**src/rtl/tsu_queue_reader_pkg.sv**
```systemverilog
// Shared definitions for the tsu_queue read-side drain logic.
// TSU_REC_W must match the record width used by tsu_queue.
package tsu_queue_reader_pkg;

    localparam int TSU_REC_W = 48;

    typedef enum logic [1:0] {
        ST_IDLE,
        ST_WAIT,
        ST_SETTLE,
        ST_FLUSH
    } rd_state_e;

endpackage

```
**src/rtl/tsu_rec_fifo2.sv**
```systemverilog
// Two-entry register FIFO for timestamp records; the head register drives the output directly.
module tsu_rec_fifo2
    import tsu_queue_reader_pkg::*;
(
    input  logic                 clk,
    input  logic                 rst,
    input  logic                 i_push,
    input  logic                 i_pop,
    input  logic                 i_clear,
    input  logic [TSU_REC_W-1:0] i_data,
    output logic [TSU_REC_W-1:0] o_head,
    output logic                 o_valid,
    output logic [1:0]           o_count
);

    logic [TSU_REC_W-1:0] r_head;
    logic [TSU_REC_W-1:0] r_tail;
    logic [1:0]           r_count;
    logic                 w_pop;
    logic                 w_push;

    assign w_pop  = i_pop && (r_count != 2'd0);
    assign w_push = i_push && ((r_count != 2'd2) || w_pop);

    always_ff @(posedge clk or posedge rst) begin
        if (rst) begin
            r_head  <= '0;
            r_tail  <= '0;
            r_count <= 2'd0;
        end else if (i_clear) begin
            r_count <= 2'd0;
        end else begin
            case ({w_push, w_pop})
                2'b10: begin
                    if (r_count == 2'd0) r_head <= i_data;
                    else                 r_tail <= i_data;
                    r_count <= r_count + 2'd1;
                end
                2'b01: begin
                    r_head  <= r_tail;
                    r_count <= r_count - 2'd1;
                end
                // Simultaneous push/pop keeps occupancy; data shifts toward the head.
                2'b11: begin
                    if (r_count == 2'd1) begin
                        r_head <= i_data;
                    end else begin
                        r_head <= r_tail;
                        r_tail <= i_data;
                    end
                end
                default: ;
            endcase
        end
    end

    assign o_head  = r_head;
    assign o_valid = (r_count != 2'd0);
    assign o_count = r_count;

endmodule

```
**src/rtl/tsu_queue_reader.sv**
```systemverilog
// Drains tsu_queue one record at a time into a 2-deep output buffer, with flush-discard
// mode, a registered fill-level interrupt and a delivered-record counter.
module tsu_queue_reader
    import tsu_queue_reader_pkg::*;
#(
    parameter int RD_LAT     = 1,
    parameter int IRQ_THRESH = 1
) (
    input  logic                 q_rd_clk,
    input  logic                 rst,
    output logic                 q_rd_en,
    input  logic [7:0]           q_rd_stat,
    input  logic [TSU_REC_W-1:0] q_rd_data,
    output logic                 out_valid,
    input  logic                 out_ready,
    output logic [TSU_REC_W-1:0] out_data,
    input  logic                 flush,
    output logic                 flush_busy,
    output logic                 irq,
    output logic [15:0]          rec_cnt
);

    localparam logic [1:0] LAT_LAST = 2'(RD_LAT - 1);
    localparam logic [7:0] IRQ_TH   = 8'(IRQ_THRESH);
    localparam bit         IRQ_EN   = (IRQ_THRESH != 0);

    rd_state_e   r_state;
    rd_state_e   w_next;
    logic [1:0]  r_lat;
    logic        r_arm;
    logic        r_flush;
    logic        r_irq;
    logic [15:0] r_rec_cnt;
    logic        w_rd_en;
    logic        w_flush_done;
    logic        w_flush_acc;
    logic        w_last;
    logic        w_push;
    logic        w_hs;
    logic [1:0]  w_fifo_cnt;

    assign w_flush_acc = flush && !r_flush;
    assign w_last      = (r_state == ST_WAIT) && (r_lat == LAT_LAST);
    assign w_push      = w_last && !r_flush && !flush;
    assign w_hs        = out_valid && out_ready;

    always_comb begin
        w_next       = r_state;
        w_rd_en      = 1'b0;
        w_flush_done = 1'b0;
        case (r_state)
            ST_IDLE: begin
                if (flush) begin
                    w_next = ST_FLUSH;
                end else if (r_arm && (q_rd_stat != 8'd0) && (w_fifo_cnt != 2'd2)) begin
                    w_rd_en = 1'b1;
                    w_next  = ST_WAIT;
                end
            end
            ST_WAIT:   if (r_lat == LAT_LAST) w_next = ST_SETTLE;
            // Extra cycle so a lagging q_rd_stat reflects the read just taken.
            ST_SETTLE: w_next = (r_flush || flush) ? ST_FLUSH : ST_IDLE;
            ST_FLUSH: begin
                if (q_rd_stat != 8'd0) begin
                    w_rd_en = 1'b1;
                    w_next  = ST_WAIT;
                end else begin
                    w_flush_done = 1'b1;
                    w_next       = ST_IDLE;
                end
            end
            default: w_next = ST_IDLE;
        endcase
    end

    always_ff @(posedge q_rd_clk or posedge rst) begin
        if (rst) begin
            r_state   <= ST_IDLE;
            r_lat     <= 2'd0;
            r_arm     <= 1'b0;
            r_flush   <= 1'b0;
            r_irq     <= 1'b0;
            r_rec_cnt <= 16'd0;
        end else begin
            r_state <= w_next;
            r_lat   <= (r_state == ST_WAIT) ? r_lat + 2'd1 : 2'd0;
            r_arm   <= 1'b1;
            if (w_flush_acc)       r_flush <= 1'b1;
            else if (w_flush_done) r_flush <= 1'b0;
            r_irq <= IRQ_EN && (q_rd_stat >= IRQ_TH);
            if (w_hs) r_rec_cnt <= r_rec_cnt + 16'd1;
        end
    end

    tsu_rec_fifo2 u_fifo (
        .clk     (q_rd_clk),
        .rst     (rst),
        .i_push  (w_push),
        .i_pop   (out_ready),
        .i_clear (w_flush_acc),
        .i_data  (q_rd_data),
        .o_head  (out_data),
        .o_valid (out_valid),
        .o_count (w_fifo_cnt)
    );

    // r_arm keeps the strobe low while reset is held, since IDLE issues combinationally.
    assign q_rd_en    = w_rd_en;
    assign flush_busy = r_flush;
    assign irq        = r_irq && !r_flush;
    assign rec_cnt    = r_rec_cnt;

endmodule

```
**config.mk**
```make
export PLATFORM = sky130hd
export DESIGN_NAME = tsu_queue_reader
export DESIGN_NICKNAME = d
export VERILOG_FILES = /design/src/rtl/tsu_queue_reader_pkg.sv /design/src/rtl/tsu_rec_fifo2.sv /design/src/rtl/tsu_queue_reader.sv
export SDC_FILE = /design/constraint.sdc
export NUM_CORES = 1
export LEC_CHECK = 0
export CAP_MARGIN = 5
export CORE_ASPECT_RATIO = 0.5
export CORE_MARGIN = 8
export CORE_UTILIZATION = 50
export DETAILED_ROUTE_END_ITERATION = 8
export PLACE_DENSITY = 0.77
export SLEW_MARGIN = 20
export SYNTH_ARGS = -nofsm -noshare
export SYNTH_HDL_FRONTEND = slang
export SYNTH_SLANG_ARGS = --single-unit
```
**constraint.sdc**
```tcl
create_clock -name q_rd_clk -period 4.8 [get_ports q_rd_clk]
set_input_delay 0.96 -clock q_rd_clk [delete_from_list [all_inputs] [get_ports q_rd_clk]]
set_output_delay 0.96 -clock q_rd_clk [all_outputs]
set_load 0.01 [all_outputs]
```
* Word level (Yosys, flattened, before mapping)
Cells that the tools add are included.
** Word-level totals
- Bits of input ports :: 60
- Register bits :: 121
- Output and inout bits :: 68
- Word-level logic and storage cells :: 76
** Cells by class
- Bitwise logic cells :: 1
- Equality and inequality tests :: 13
- Muxes and demuxes :: 23
- Magnitude comparators :: 1
- Reduce and logical (&&, ||, !) cells :: 25
- Add/sub/neg operators :: 4
** Operator list (number)
- 48-bit 2-to-1 mux :: 4
- 48-bit one-hot mux with 3 select lines :: 1
- 48-bit one-hot mux with 2 select lines :: 1
- 16-bit by 1-bit adder with 16-bit output, second input constant :: 1
- 2-bit 2-to-1 mux :: 6
- 1-bit logical AND :: 9
- 2-bit == test, second input constant :: 4
- 8-bit by 1-bit >= comparator with 1-bit output, second input constant :: 1
- 1-bit 2-to-1 mux :: 8
- 2-bit one-hot mux with 4 select lines :: 1
- 8-bit nonzero test :: 1
- 2-bit by 1-bit == test with 1-bit output, second input constant :: 3
- 2-bit logical NOT :: 3
- 2-bit inequality test, second input constant :: 3
- 2-bit nonzero test :: 3
- 3-bit nonzero test :: 2
- 2-bit by 1-bit adder with 2-bit output, second input constant :: 2
- 2-bit by 1-bit inequality test with 1-bit output, second input constant :: 2
- 2-bit one-hot mux with 2 select lines :: 1
- 4-bit AND reduction :: 1
- 3-bit inequality test, second input constant :: 1
- 3-bit AND reduction :: 1
- 1-bit logical NOT :: 2
- 1-bit logical OR :: 2
- other kinds (4) :: 4

* Depth between registers and ports, before layout
- Depth in word-level cells :: 8
- Mapped depth :: 9

* Cells and area by module
Synthesis repeated with hierarchy kept, for this count alone.
** Second synthesis, totals
- Cell total of the unflattened synthesis :: 434
- Area, all modules :: 5382.7 µm²
** Modules (own cells, without submodules)
- tsu_rec_fifo2 :: area an instance 4219.0 µm², seq. area each 2452.4 µm², cells each 335, times used 1
- tsu_queue_reader :: area an instance 1163.6 µm², seq. area each 575.6 µm², cells each 99, times used 1

* Worst setup path after synthesis
No wires, ideal clock.
- Path type :: input to output
- Start point :: input q_rd_stat[0]
- End point :: output q_rd_en
- Setup slack :: 2.332 ns
- Stages :: 4
- Arrival time :: 1.508 ns
- Cells stage by stage :: nor4_1 nand2_1 o21ai_0 nor2_1
** On the way
- Longest elaborated chain between the ends :: 6
- Elaborated cells on any way between the ends :: 7
- Classes of those cells :: mux (4); reduce/logical (3)
** Ends and longest elaborated chain
- start, declared :: line tsu_queue_reader.sv:12 : input logic [7:0] q_rd_stat,
- 8-bit nonzero test * :: line tsu_queue_reader.sv:55, tsu_queue_reader.sv:64
- 1-bit logical AND (2 in a row) :: line tsu_queue_reader.sv:55 : end else if (r_arm && (q_rd_stat != 8'd0) && (w_fifo_cnt != 2'd2)) begin
- 1-bit 2-to-1 mux :: line tsu_queue_reader.sv:55
- 1-bit 2-to-1 mux :: line tsu_queue_reader.sv:53 : if (flush) begin
- 1-bit one-hot mux with 2 select lines * :: line tsu_queue_reader.sv:51 : case (r_state)
- end, declared :: line tsu_queue_reader.sv:11 : output logic q_rd_en,
Every way passes the cells marked *; elsewhere a longest branch is shown, timed or not.

* Worst setup path after layout
- Start point :: input q_rd_stat[5]
- End point :: output q_rd_en
Same word-level chain as after synthesis.

==> qor.yml <==
cts:
  ctsResizeCount: 0
  ctsHtreeMaxLevel: 4
  clock_latency_ns: 0.40
  numCtsBuffers: 17
  cts_tree: "yes"
  clock-sinks: 121
  cts_buffer_depth: 2
  cts_hold_buf: 0
  clkTransAtPathRegs_ns: 0.05
  cts_root_buf: "clkbuf_16"
  post_cts_buffers: 0
setup_path:
  required_ns: 3.84
  crit_type: "in2out"
  setup.worst_path.end_class: "primary output"
  crit_chain: "clkdlybuf4s50_1 -> nor4_1 -> nand2_1 -> o21ai_0 -> nor2_1 -> clkdlybuf4s50_1"
  arrival_ns: 2.43
  path_common_cell: "clkdlybuf4s50_1"
  crit_slowest_cell: "clkdlybuf4s50_1"
  r2r-end: "u_fifo.o_head[21]$_DFFE_PP0P_"
  r2r_slack_ns: 2.22
  max_stage_delay_ns: 0.48
  crit-reg2reg-launch: "u_fifo.o_count[0]$_DFFE_PP0P_"
  r2r_cells: 7
  cp-start-kind: "input pin"
  crit_fanout: 5
min_path:
  hold_class: "reg2reg"
  min_from: "r_lat[0]$_DFF_PP0_"
  whs_path_depth: 1
  min_to: "r_lat[0]$_DFF_PP0_"
place:
  place_ws_ns: 1.404
  gp_congestion: 0.7917
  hpwl_mm: 7.680
  port_buffers: 127
yosys:
  synth.area.top_cells: "dfrtp_1, mux2i_1, mux2_2"
  synth.top_cell.area_share: 0.5671
  synth_top_area_cell: "dfrtp_1"
  synth_ff_type: "dfrtp_1"
  synth_fp_nets: 506
  ys_async_sr_fraction: 1.000
  synth_seq_area_share: 0.5671
  syn-instance-count: 437
  synth_warnings: 0
  syn_avg_cell_area_um2: 12.22
  synth_area_um2: 5339
  synth-seq-cells: 121
  synth_edf_count: 0
  ys_types: 41
status:
  status: "complete, no violations"
sta:
  slew_viol_final: 0
  fmax_mhz: 295.0
  finalCritPeriodShare: 0.7062
  rsz0062_at_grt: "false"
  hold_violations: 0
  finalSetupTns_ns: 0
  setup_viol: 0
  min_period_ns: 3.390
  slew_headroom: 0.3893
  layout_setup_ws_ns: 1.410
  tightest_slew_ns: 0.9160
  clock_skew_ns: 0.006215
final_layout:
  num-fill-cells: 765
  syn2layout_area_growth_pct: 37.17
  nets: 635
  multiInputGateArea_um2: 2142
  n_antenna_cell: 0
  drive_gt1_frac: 0.1244
  area.sequential_um2: 3028
global_routing:
  grt_max_degree: 97
  track_usage: 0.1702
  grt_pass1_wl_mm: 19.42
  gr-total-overflow: 0
  grt_pass1_vias: 3974
  antenna_found_initial: 0
floorplanning:
  start_util: 0.5177
  coreArea_um2: 10310
  dieArea_um2: 14440
  die_w_um: 162.1
  ios: 128
  die_h_um: 89.07
  rows: 26
job:
  cap_viol_max_count: 0
power_and_ir_drop:
  ir_worst_vdd_mv: 0.3536
  leakagePower_uw: 0.003330
  powerDensity_nw_per_um2: 546.5
  totalPowerFinal_uw: 4002
drt:
  drtIter0Drc: 176
  drt_first_pass_iters: 4
  remaining_drc_errors: 0
  vias: 3708
  ant_nets: 0
  via_per_inst: 5.157
  routed_wl_mm: 11.65
  routedWlPerCell_um: 16.21
power by group:
part,switching [uW],total [uW],leakage (uW),internal [uW]
registers,160,1430,0.00158,1270
logic,586,1240,0.00145,651
clock network,448,1340,0.000294,893
placed cells by master (no fill, tap or decap), types with 2 or more instances in the layout:
master	count
clkinv_2	3
nor4_1	2
buf_4	5
clkbuf_16	17
clkinvlp_4	5
dfrtp_1	121
clkdlybuf4s50_1	127
and4_1	3
inv_1	9
nand2_1	63
nand3_1	6
xor2_1	4
or2_2	2
bufinv_16	4
nor2_1	5
mux2_1	20
nor2b_1	3
o21ai_0	14
o21ai_1	36
clkbuf_8	2
nand4_1	5
a21oi_1	2
xnor2_1	11
and3_1	2
nand2b_1	3
ha_1	9
mux2_2	28
mux2i_1	50
cells in the mapped netlist, types with 2 or more instances:
| library cell | n |
|---|---|
| o21ai_1 | 36 |
| dfrtp_1 | 121 |
| buf_4 | 6 |
| nand3_1 | 6 |
| and3_1 | 2 |
| nor4_2 | 2 |
| buf_6 | 5 |
| clkbuf_1 | 4 |
| nor4_1 | 2 |
| nand2b_1 | 3 |
| mux2_1 | 20 |
| mux2i_1 | 50 |
| inv_1 | 10 |
| nor2b_1 | 3 |
| nand4_1 | 5 |
| buf_2 | 6 |
| nand2_1 | 63 |
| or2_2 | 2 |
| and4_1 | 3 |
| xnor2_1 | 11 |
| ha_1 | 9 |
| a21oi_1 | 2 |
| o21ai_0 | 14 |
| mux2_2 | 28 |
| nor2_1 | 5 |
| xor2_1 | 4 |
worst max-delay path by stage:
| stage | start | end | slack [ns] | cells past startpoint |
|---|---|---|---|---|
| after floorplan | rst | flush_busy$_DFFE_PP0P_ | 0.63 | 1 |
| final | q_rd_stat[5] | q_rd_en | 1.41 | 6 |
| after global routing | q_rd_stat[0] | q_rd_en | 1.24 | 6 |
| after CTS | q_rd_stat[5] | q_rd_en | 1.39 | 6 |
| after detailed placement | q_rd_stat[0] | q_rd_en | 1.40 | 6 |
| after global placement | q_rd_stat[5] | q_rd_en | 1.41 | 6 |
cells by family after synthesis:
group           synth area share
fa+ha+maj                0.02109
mux                       0.1950
other cells            0.0007024
flops                     0.5671
compound gates           0.06586
buf+inv                  0.03539
simple gates             0.09023
xor+xnor                 0.02461
layout make-up:
class                   instances  area share
multi-input cells             284      0.2925
inverters                      10    0.005467
repair buffers                132      0.1787
well taps                     140     0.02392
clock buffers                  20     0.06236
clock inverters                12     0.02358
flip-flops and latches        121      0.4135
critical path: cells and delay by family:
kind,cells,cell delay [ns]
and+or+nand+nor,3,0.49
buffers and inverters,2,0.88
AOI/OAI and AO/OA,1,0.11
sequential cells by signal, summed over array words and instances, names as in the netlist:
name            flops
flush_busy          1
r_arm               1
r_irq               1
r_lat               2
r_state             2
rec_cnt            16
u_fifo.o_count      2
u_fifo.o_head      48
u_fifo.r_tail      48
metrics by stage:
stage	cells	instance area [um2]	hold WS, ns	utilization
4_1_cts	719	7323	0.4380	0.7101
3_3_place_gp	687	6694	0.4191	0.6491
6_report	719	7323	0.4371	0.7101
3_5_place_dp	687	6694	0.4242	0.6491
5_1_grt	719	7323	0.4470	0.7101
2_1_floorplan	437	5339	0.4024	-
metal layers:
metal | share of wire | track usage | vias up
met5 | 0 | 0 | -
met4 | 0.012 | 0.07173 | 0
met3 | 0.048 | 0.04550 | 14
met2 | 0.50 | 0.3052 | 75
met1 | 0.44 | 0.1933 | 1831
li1 | - | - | 1788
No activity file was read; power rests on OpenSTA's default activity.
